### src/rtl/trg_sci_pkt_reader.sv
// trg_sci_pkt_reader
// Pops bytes from the trigger science-data FIFO (standard read: data valid the
// cycle after the read strobe). It hunts for the 0xEB90 sync word, collects a
// 20-byte packet, checks the CRC-16/CCITT (init 0xFFFF) and the reserved bytes,
// then presents the decoded fields on a valid/ready handshake.
// Ports:
//   clk_in, rst_in            clock, async active-high reset
//   fifo_empty_in, fifo_data_in, fifo_rd_out   FIFO read side
//   pkt_vld_out, pkt_rdy_in   downstream handshake
//   logic_grp_sel_out, hit_sig_stus_out, eff_trg_cnt_out, trg_busy_time_out
//                             decoded fields, updated only when a packet is presented
//   pkt_ok_cnt_out (wraps), crc_err_cnt_out, fmt_err_cnt_out,
//   sync_drop_cnt_out, timeout_cnt_out (saturating)   housekeeping counters
module trg_sci_pkt_reader #(
    parameter int unsigned TIMEOUT_CYC = 1023
) (
    input  logic        clk_in,
    input  logic        rst_in,
    input  logic        fifo_empty_in,
    input  logic [7:0]  fifo_data_in,
    output logic        fifo_rd_out,
    output logic        pkt_vld_out,
    input  logic        pkt_rdy_in,
    output logic [15:0] logic_grp_sel_out,
    output logic [15:0] hit_sig_stus_out,
    output logic [15:0] eff_trg_cnt_out,
    output logic [23:0] trg_busy_time_out,
    output logic [15:0] pkt_ok_cnt_out,
    output logic [7:0]  crc_err_cnt_out,
    output logic [7:0]  fmt_err_cnt_out,
    output logic [7:0]  sync_drop_cnt_out,
    output logic [7:0]  timeout_cnt_out
);

    typedef enum logic [1:0] {HUNT, COLLECT, CHECK, OUT} state_t;

    state_t      state, state_nxt;
    logic        run;        // holds reads off until the first edge after reset
    logic        byte_vld;
    logic        have_eb;    // 0xEB candidate seen while hunting
    logic [4:0]  byte_idx;
    logic [15:0] crc, crc_rx;
    logic [15:0] lgs_r, hit_r, eff_r;
    logic [23:0] busy_r;
    logic        rsv_nz;
    logic [9:0]  tmo_cnt;

    logic sync_hit, last_byte, tmo_hit, crc_bad, accept;

    function automatic logic [15:0] crc_byte(input logic [15:0] c, input logic [7:0] d);
        logic [15:0] r;
        r = c;
        for (int i = 7; i >= 0; i--) begin
            if (r[15] ^ d[i]) r = {r[14:0], 1'b0} ^ 16'h1021;
            else              r = {r[14:0], 1'b0};
        end
        return r;
    endfunction

    function automatic logic [7:0] sat_add(input logic [7:0] c, input logic [1:0] n);
        logic [8:0] s;
        s = {1'b0, c} + {7'd0, n};
        return s[8] ? 8'hFF : s[7:0];
    endfunction

    assign sync_hit  = (state == HUNT) && byte_vld && have_eb && (fifo_data_in == 8'h90);
    assign last_byte = (state == COLLECT) && byte_vld && (byte_idx == 5'd19);
    assign tmo_hit   = (state == COLLECT) && !byte_vld && fifo_empty_in &&
                       (tmo_cnt == 10'(TIMEOUT_CYC - 1));
    assign crc_bad   = (crc != crc_rx);
    assign accept    = (state == OUT) && pkt_vld_out && pkt_rdy_in;

    always_ff @(posedge clk_in or posedge rst_in) begin
        if (rst_in) state <= HUNT;
        else        state <= state_nxt;
    end

    always_comb begin
        state_nxt   = state;
        fifo_rd_out = 1'b0;
        unique case (state)
            HUNT: begin
                fifo_rd_out = run && !fifo_empty_in;
                if (sync_hit) state_nxt = COLLECT;
            end
            COLLECT: begin
                // byte 19 is in flight once byte 18 has been sampled; stop there
                fifo_rd_out = run && !fifo_empty_in && !(byte_vld && byte_idx == 5'd19);
                if (last_byte)    state_nxt = CHECK;
                else if (tmo_hit) state_nxt = HUNT;
            end
            CHECK: begin
                state_nxt = (crc_bad || rsv_nz) ? HUNT : OUT;
            end
            OUT: begin
                if (accept) state_nxt = HUNT;
            end
            default: state_nxt = HUNT;
        endcase
    end

    always_ff @(posedge clk_in or posedge rst_in) begin
        if (rst_in) begin
            run               <= 1'b0;
            byte_vld          <= 1'b0;
            have_eb           <= 1'b0;
            byte_idx          <= 5'd0;
            crc               <= 16'hFFFF;
            crc_rx            <= 16'd0;
            lgs_r             <= 16'd0;
            hit_r             <= 16'd0;
            eff_r             <= 16'd0;
            busy_r            <= 24'd0;
            rsv_nz            <= 1'b0;
            tmo_cnt           <= 10'd0;
            pkt_vld_out       <= 1'b0;
            logic_grp_sel_out <= 16'd0;
            hit_sig_stus_out  <= 16'd0;
            eff_trg_cnt_out   <= 16'd0;
            trg_busy_time_out <= 24'd0;
            pkt_ok_cnt_out    <= 16'd0;
            crc_err_cnt_out   <= 8'd0;
            fmt_err_cnt_out   <= 8'd0;
            sync_drop_cnt_out <= 8'd0;
            timeout_cnt_out   <= 8'd0;
        end else begin
            run      <= 1'b1;
            byte_vld <= fifo_rd_out;
            unique case (state)
                HUNT: begin
                    crc     <= 16'hFFFF;
                    rsv_nz  <= 1'b0;
                    tmo_cnt <= 10'd0;
                    if (byte_vld) begin
                        if (have_eb) begin
                            if (fifo_data_in == 8'h90) begin
                                have_eb  <= 1'b0;
                                byte_idx <= 5'd2;
                            end else if (fifo_data_in == 8'hEB) begin
                                // older 0xEB dropped, newer one stays the candidate
                                sync_drop_cnt_out <= sat_add(sync_drop_cnt_out, 2'd1);
                            end else begin
                                // orphan 0xEB plus this byte
                                have_eb           <= 1'b0;
                                sync_drop_cnt_out <= sat_add(sync_drop_cnt_out, 2'd2);
                            end
                        end else if (fifo_data_in == 8'hEB) begin
                            have_eb <= 1'b1;
                        end else begin
                            sync_drop_cnt_out <= sat_add(sync_drop_cnt_out, 2'd1);
                        end
                    end
                end
                COLLECT: begin
                    if (byte_vld) begin
                        tmo_cnt  <= 10'd0;
                        byte_idx <= byte_idx + 5'd1;
                        if (byte_idx <= 5'd17) crc <= crc_byte(crc, fifo_data_in);
                        case (byte_idx)
                            5'd2, 5'd3, 5'd8, 5'd9, 5'd15, 5'd16, 5'd17:
                                if (fifo_data_in != 8'd0) rsv_nz <= 1'b1;
                            5'd4:  lgs_r[15:8]   <= fifo_data_in;
                            5'd5:  lgs_r[7:0]    <= fifo_data_in;
                            5'd6:  hit_r[15:8]   <= fifo_data_in;
                            5'd7:  hit_r[7:0]    <= fifo_data_in;
                            5'd10: eff_r[15:8]   <= fifo_data_in;
                            5'd11: eff_r[7:0]    <= fifo_data_in;
                            5'd12: busy_r[23:16] <= fifo_data_in;
                            5'd13: busy_r[15:8]  <= fifo_data_in;
                            5'd14: busy_r[7:0]   <= fifo_data_in;
                            5'd18: crc_rx[15:8]  <= fifo_data_in;
                            5'd19: crc_rx[7:0]   <= fifo_data_in;
                            default: ;
                        endcase
                    end else if (fifo_empty_in) begin
                        if (tmo_hit) timeout_cnt_out <= sat_add(timeout_cnt_out, 2'd1);
                        else         tmo_cnt <= tmo_cnt + 10'd1;
                    end
                end
                CHECK: begin
                    if (crc_bad) begin
                        crc_err_cnt_out <= sat_add(crc_err_cnt_out, 2'd1);
                    end else if (rsv_nz) begin
                        fmt_err_cnt_out <= sat_add(fmt_err_cnt_out, 2'd1);
                    end else begin
                        logic_grp_sel_out <= lgs_r;
                        hit_sig_stus_out  <= hit_r;
                        eff_trg_cnt_out   <= eff_r;
                        trg_busy_time_out <= busy_r;
                        pkt_vld_out       <= 1'b1;
                    end
                end
                OUT: begin
                    if (accept) begin
                        pkt_vld_out    <= 1'b0;
                        pkt_ok_cnt_out <= pkt_ok_cnt_out + 16'd1;
                    end
                end
                default: ;
            endcase
        end
    end

endmodule

### config.mk
export PLATFORM = sky130hd
export DESIGN_NAME = trg_sci_pkt_reader
export DESIGN_NICKNAME = d
export VERILOG_FILES = /design/src/rtl/trg_sci_pkt_reader.sv
export SDC_FILE = /design/constraint.sdc
export NUM_CORES = 1
export LEC_CHECK = 0
export CORE_MARGIN = 4
export CORE_UTILIZATION = 50
export DETAILED_ROUTE_END_ITERATION = 10
export GPL_ROUTABILITY_DRIVEN = 0
export PLACE_DENSITY = 0.73
export SETUP_SLACK_MARGIN = 0.4
export SYNTH_ARGS = -nofsm -noshare
export SYNTH_HDL_FRONTEND = slang
export SYNTH_SLANG_ARGS = --single-unit
### constraint.sdc
create_clock -name clk_in -period 8.4 [get_ports clk_in]
set_input_delay 0.84 -clock clk_in [delete_from_list [all_inputs] [get_ports clk_in]]
set_output_delay 0.84 -clock clk_in [all_outputs]
set_load 0.02 [all_outputs]
## Yosys cells after proc, flatten, opt, wreduce, memory -nomap -nowiden

Cells that the tools add are included.

- Register bits: 246
- Logic and storage cells: 212

- Bitwise operators: 19
- Add/sub/neg operators: 8
- Eq/ne operators: 41
- Reduce and logical (&&, ||, !) cells: 46
- $lt $le $gt $ge: 1
- Mux-type cells: 68

Operator list:

| kind | count |
|---|---|
| $mux 16 | 23 |
| $mux 13 | 8 |
| $mux 8 | 9 |
| $reduce_and 3->1 | 16 |
| $eq 5x4->1 const B | 8 |
| $add 8x1->9 const B | 4 |
| $pmux 16 s2 | 1 |
| $mux 10 | 3 |
| $not 3->3 | 8 |
| $eq 5x3->1 const B | 4 |
| $eq 5x5->1 const B | 4 |
| $mux 5 | 4 |
| $pmux 10 s2 | 1 |
| $ne 2x2->1 const B | 9 |
| $add 16x1->16 const B | 1 |
| $eq 8x8->1 const B | 2 |
| $ne 16x16->1 | 1 |
| $reduce_and 4->1 | 4 |
| $logic_and 1x1->1 | 13 |
| $add 10x1->10 const B | 1 |
| $eq 10x10->1 const B | 1 |
| $eq 5x2->1 const B | 2 |
| $mux 2 | 5 |
| $pmux 5 s2 | 1 |
| other kinds (20) | 50 |

## Depth between registers and ports, before layout

- Depth in word-level cells: 40
- Mapped depth: 8
- Mapped depth without buffers: 7

## Worst setup path before layout

No wires, ideal clock.

- Path kind: reg-to-output
- Start: register byte_idx[0]
- End: output fifo_rd_out
- Data required time: 7560 ps
- Setup slack: 5844 ps
- Data arrival time: 1716 ps
- Stages on the path, launching flop included: 6
- Buffers on the path: 1
- Cell sequence: dfrtp_1 -> ha_1 -> clkbuf_1 -> nand3_1 -> nor2_1 -> nor4b_1

- Longest elaborated chain between the ends: 5

RTL lines:

| element | RTL line | source |
|---|---|---|
| start: declaration | 41 | `logic [4:0] byte_idx;` |
| start signal: assignment | 157 | `byte_idx <= byte_idx + 5'd1;` |
| $eq 5x5->1 | 88 | `fifo_rd_out = run && !fifo_empty_in && !(byte_vld && byte_idx == 5'd19);` |
| $logic_and 1x1->1 | 88 |  |
| $logic_not 1->1 | 88 |  |
| $logic_and 1x1->1 | 88 |  |
| $pmux 1 s2 | 81 | `unique case (state)` |
| end: declaration | 21 | `output logic fifo_rd_out,` |

Every way passes these cells.

## Final worst setup path

Ends and elaborated chain as after synthesis.

==> qor.yml <==
power:
  clkPwrFrac_pct: 42.7
  leakage_nw: 6.04
  p_comb_share_pct: 8.4
  p_sw_share_pct: 23.4
  peakVddDrop_mv: 0.151
  p_seq_share_pct: 48.9
  p_int_mw: 2.00
  total_power_mw: 2.61
  p_per_area_nw_per_um2: 195
  p_sw_uw: 611
detailed_routing:
  wire_per_inst_um: 18.3
  drtAntennaViolNets: 0
  drt_iter0_markers: 453
  first_pass_iters: 5
  avgViaCountPerCell: 5.51
  vias: 6954
  wirelength_mm: 23.1
  route.detailed.drc: 0
timing:
  setup_viol: 0
  max_freq_mhz: 284
  finalCritPeriodShare_pct: 41.9
  clock_skew_ns: 0.0153
  tightestPinTransition_ns: 1.13
  slew_headroom_pct: 24.4
  period_needed_ns: 3.52
  setup-tns-final_ns: 0
  hold_violations: 0
  drv_slew: 0
  rsz0062_at_grt: "false"
synth:
  syn_avg_cell_area_sq_um: 13.2
  ys.flop_type: "dfrtp_1"
  yosysUniqueCellTypes: 56
  ys_warn_count: 0
  synth.most_common_cell: "dfrtp_1"
  netlist.area_leader.share_pct: 52.4
  syn_area_sq_um: 11000
  ys_seq_area_share_pct: 56.2
  yosysTopAreaCell: "dfrtp_1"
  syn_nets: 858
  postSynthCellCount: 833
  ys_ff_latch: 246
  synth_area_leaders: "dfrtp_1 (52%), mux2_2 (10%), mux2_4 (7.9%)"
  synth_edf_count: 0
  netlist_top_cells_count: "dfrtp_1 (230), mux2_2 (100), mux2_4 (58), nand2_1 (53)"
  ys_async_sr_fraction_pct: 100
setup_path:
  crit_chain: "ha_1 > nand3_1 > nor2_1 > nor4b_1 > clkdlybuf4s50_1"
  worstPathRequired_ns: 7.56
  crit_path_end_kind: "output pin"
  max_stage_delay_ns: 0.71
  critPathLaunchType: "flop"
  cp_slowest_cell: "clkdlybuf4s50_1"
  critPathArrivalTime_ns: 2.68
  cp_max_fo: 7
  path_class: "reg -> out"
clock_tree:
  cts_tree: "yes"
  h-tree-depth: 1
  cts_buffers: 26
  cts_sinks: 246
  postCtsSetupRepairBufs: 0
  clockRootBuffer: "clkbuf_16"
  clk_pin_slew_ns: 0.06
  cts_resized: 0
  cts.hold.buffers_added: 0
  cts_buffer_depth: 3
  clock_latency_ns: 0.52
floorplan:
  fp.dieArea_sq_um: 24400
  die_h_um: 156
  initial_core_util_pct: 51.6
  die_w_um: 156
  core-area_sq_um: 21300
  rows: 53
  ios: 134
finish:
  n_antenna_cell: 0
  finalInstanceArea_sq_um: 13400
  final_cells: 1261
  final_util_pct: 62.9
  fin_nets: 992
  layout-drive-gt1-share_pct: 23.4
  area_growth_pct: 21.9
global_routing:
  met1_usage_pct: 27.7
  overflow: 0
  antenna_found_initial: 0
  grt_max_degree: 118
  grt_pass1_vias: 7155
  grt_usage_pct: 19.1
  gr-usage-met3_pct: 2.74
  busiest_layer: "met2"
  grt_pass1_wl_mm: 38.3
  grt_use_met2_pct: 31.2
status:
  status: "finished clean"
hold_path:
  min_path_type: "reg -> reg"
placed_design:
  postPlaceCellArea_sq_um: 12500
  place_hpwl_mm: 15.6
  portBuffers: 133
  dp.cells: 1214
run:
  cap_viol_max_count: 0
==> critical path, delay by kind of cell (launching register included) <==
kind	cells	cell delay (ns)
adder cells (fa/ha/maj)	1	0.32
buffers and inverters	1	0.71
flip-flops	1	0.45
AND/OR/NAND/NOR	3	0.67
==> layout by cell type, fill, tap and decap left out, types with 13 or more instances in the layout <==
| cell | n |
|---|---|
| clkbuf_16 | 27 |
| mux2_2 | 100 |
| xor2_1 | 32 |
| xnor2_1 | 32 |
| clkdlybuf4s50_1 | 133 |
| dfrtp_1 | 230 |
| a21oi_1 | 13 |
| nor2_1 | 28 |
| inv_1 | 22 |
| mux2_4 | 58 |
| mux2_1 | 14 |
| o21ai_0 | 13 |
| nor3_1 | 13 |
| dfstp_2 | 16 |
| a2bb2oi_1 | 16 |
| nand4_1 | 18 |
| nand2_1 | 53 |
| and3_1 | 13 |
| ha_1 | 13 |
| nand3_1 | 28 |
==> final cells by class <==
class | count | area, sq um
Fill cell | 1613 | 7900
Sequential cell | 246 | 6180
Multi-Input combinational cell | 532 | 4560
Timing Repair Buffer | 138 | 1370
Clock buffer | 41 | 788
Tap cell | 275 | 344
Inverter | 23 | 93.8
Clock inverter | 6 | 58.8
==> cell families (layout without fill, tap and decap cells) <==
family	after synthesis	count (layout)	share of synthesized area, %
fa+ha+maj	13	13	1.48
flops	246	246	56.2
simple gates	198	198	9.66
other cells	1	1	0.0341
buf+inv	55	208	2.34
mux	176	176	20.0
xor+xnor	64	64	5.10
compound gates	80	80	5.18
==> through the flow <==
stage	setup WS, ns	hold slack [ns]
final	4.88	0.463
after global routing	4.74	0.484
after CTS	4.83	0.469
after detailed placement	4.90	0.460
after global placement	4.97	0.456
after floorplan	0.828	0.452
==> registers in the layout (all words and copies together) (netlist names), 2 cells and up <==
name / cells
busy_r: 24
trg_busy_time_out: 24
crc: 16
crc_rx: 16
eff_r: 16
eff_trg_cnt_out: 16
hit_r: 16
hit_sig_stus_out: 16
lgs_r: 16
logic_grp_sel_out: 16
pkt_ok_cnt_out: 16
tmo_cnt: 10
crc_err_cnt_out: 8
fmt_err_cnt_out: 8
sync_drop_cnt_out: 8
timeout_cnt_out: 8
byte_idx: 5
state: 2
==> metal layers <==
layer / vias to the layer above / wire [um]
met5: - / 0
met4: 0 / 351
met3: 26 / 1040
met2: 143 / 11000
met1: 3521 / 10700
li1: 3264 / -
==> worst paths after layout <==
path                                         start             endpoint  slack [ns]  depth (start not counted)
max in group asynchronous                   rst_in            busy_r[8]        6.11                          3
min in group asynchronous                   rst_in   pkt_ok_cnt_out[12]        0.89                          2
worst min-delay path            pkt_ok_cnt_out[15]   pkt_ok_cnt_out[15]        0.46                          1
worst max-delay path                   byte_idx[0]          fifo_rd_out        4.88                          5
worst max register to register              crc[9]  hit_sig_stus_out[8]        5.10                          6
worst min register to register  pkt_ok_cnt_out[15]   pkt_ok_cnt_out[15]        0.46                          1
==> power groups by stage <==
stage	combinational [mW]	sequential, mW	clock (mW)
global route	0.246	1.28	1.20
global placement	0.216	1.30	0
floorplan	0.122	1.30	0
finish	0.219	1.28	1.12
detailed placement	0.221	1.30	0
CTS	0.223	1.28	1.14
Note: power is estimated with default switching activity, not from simulation.
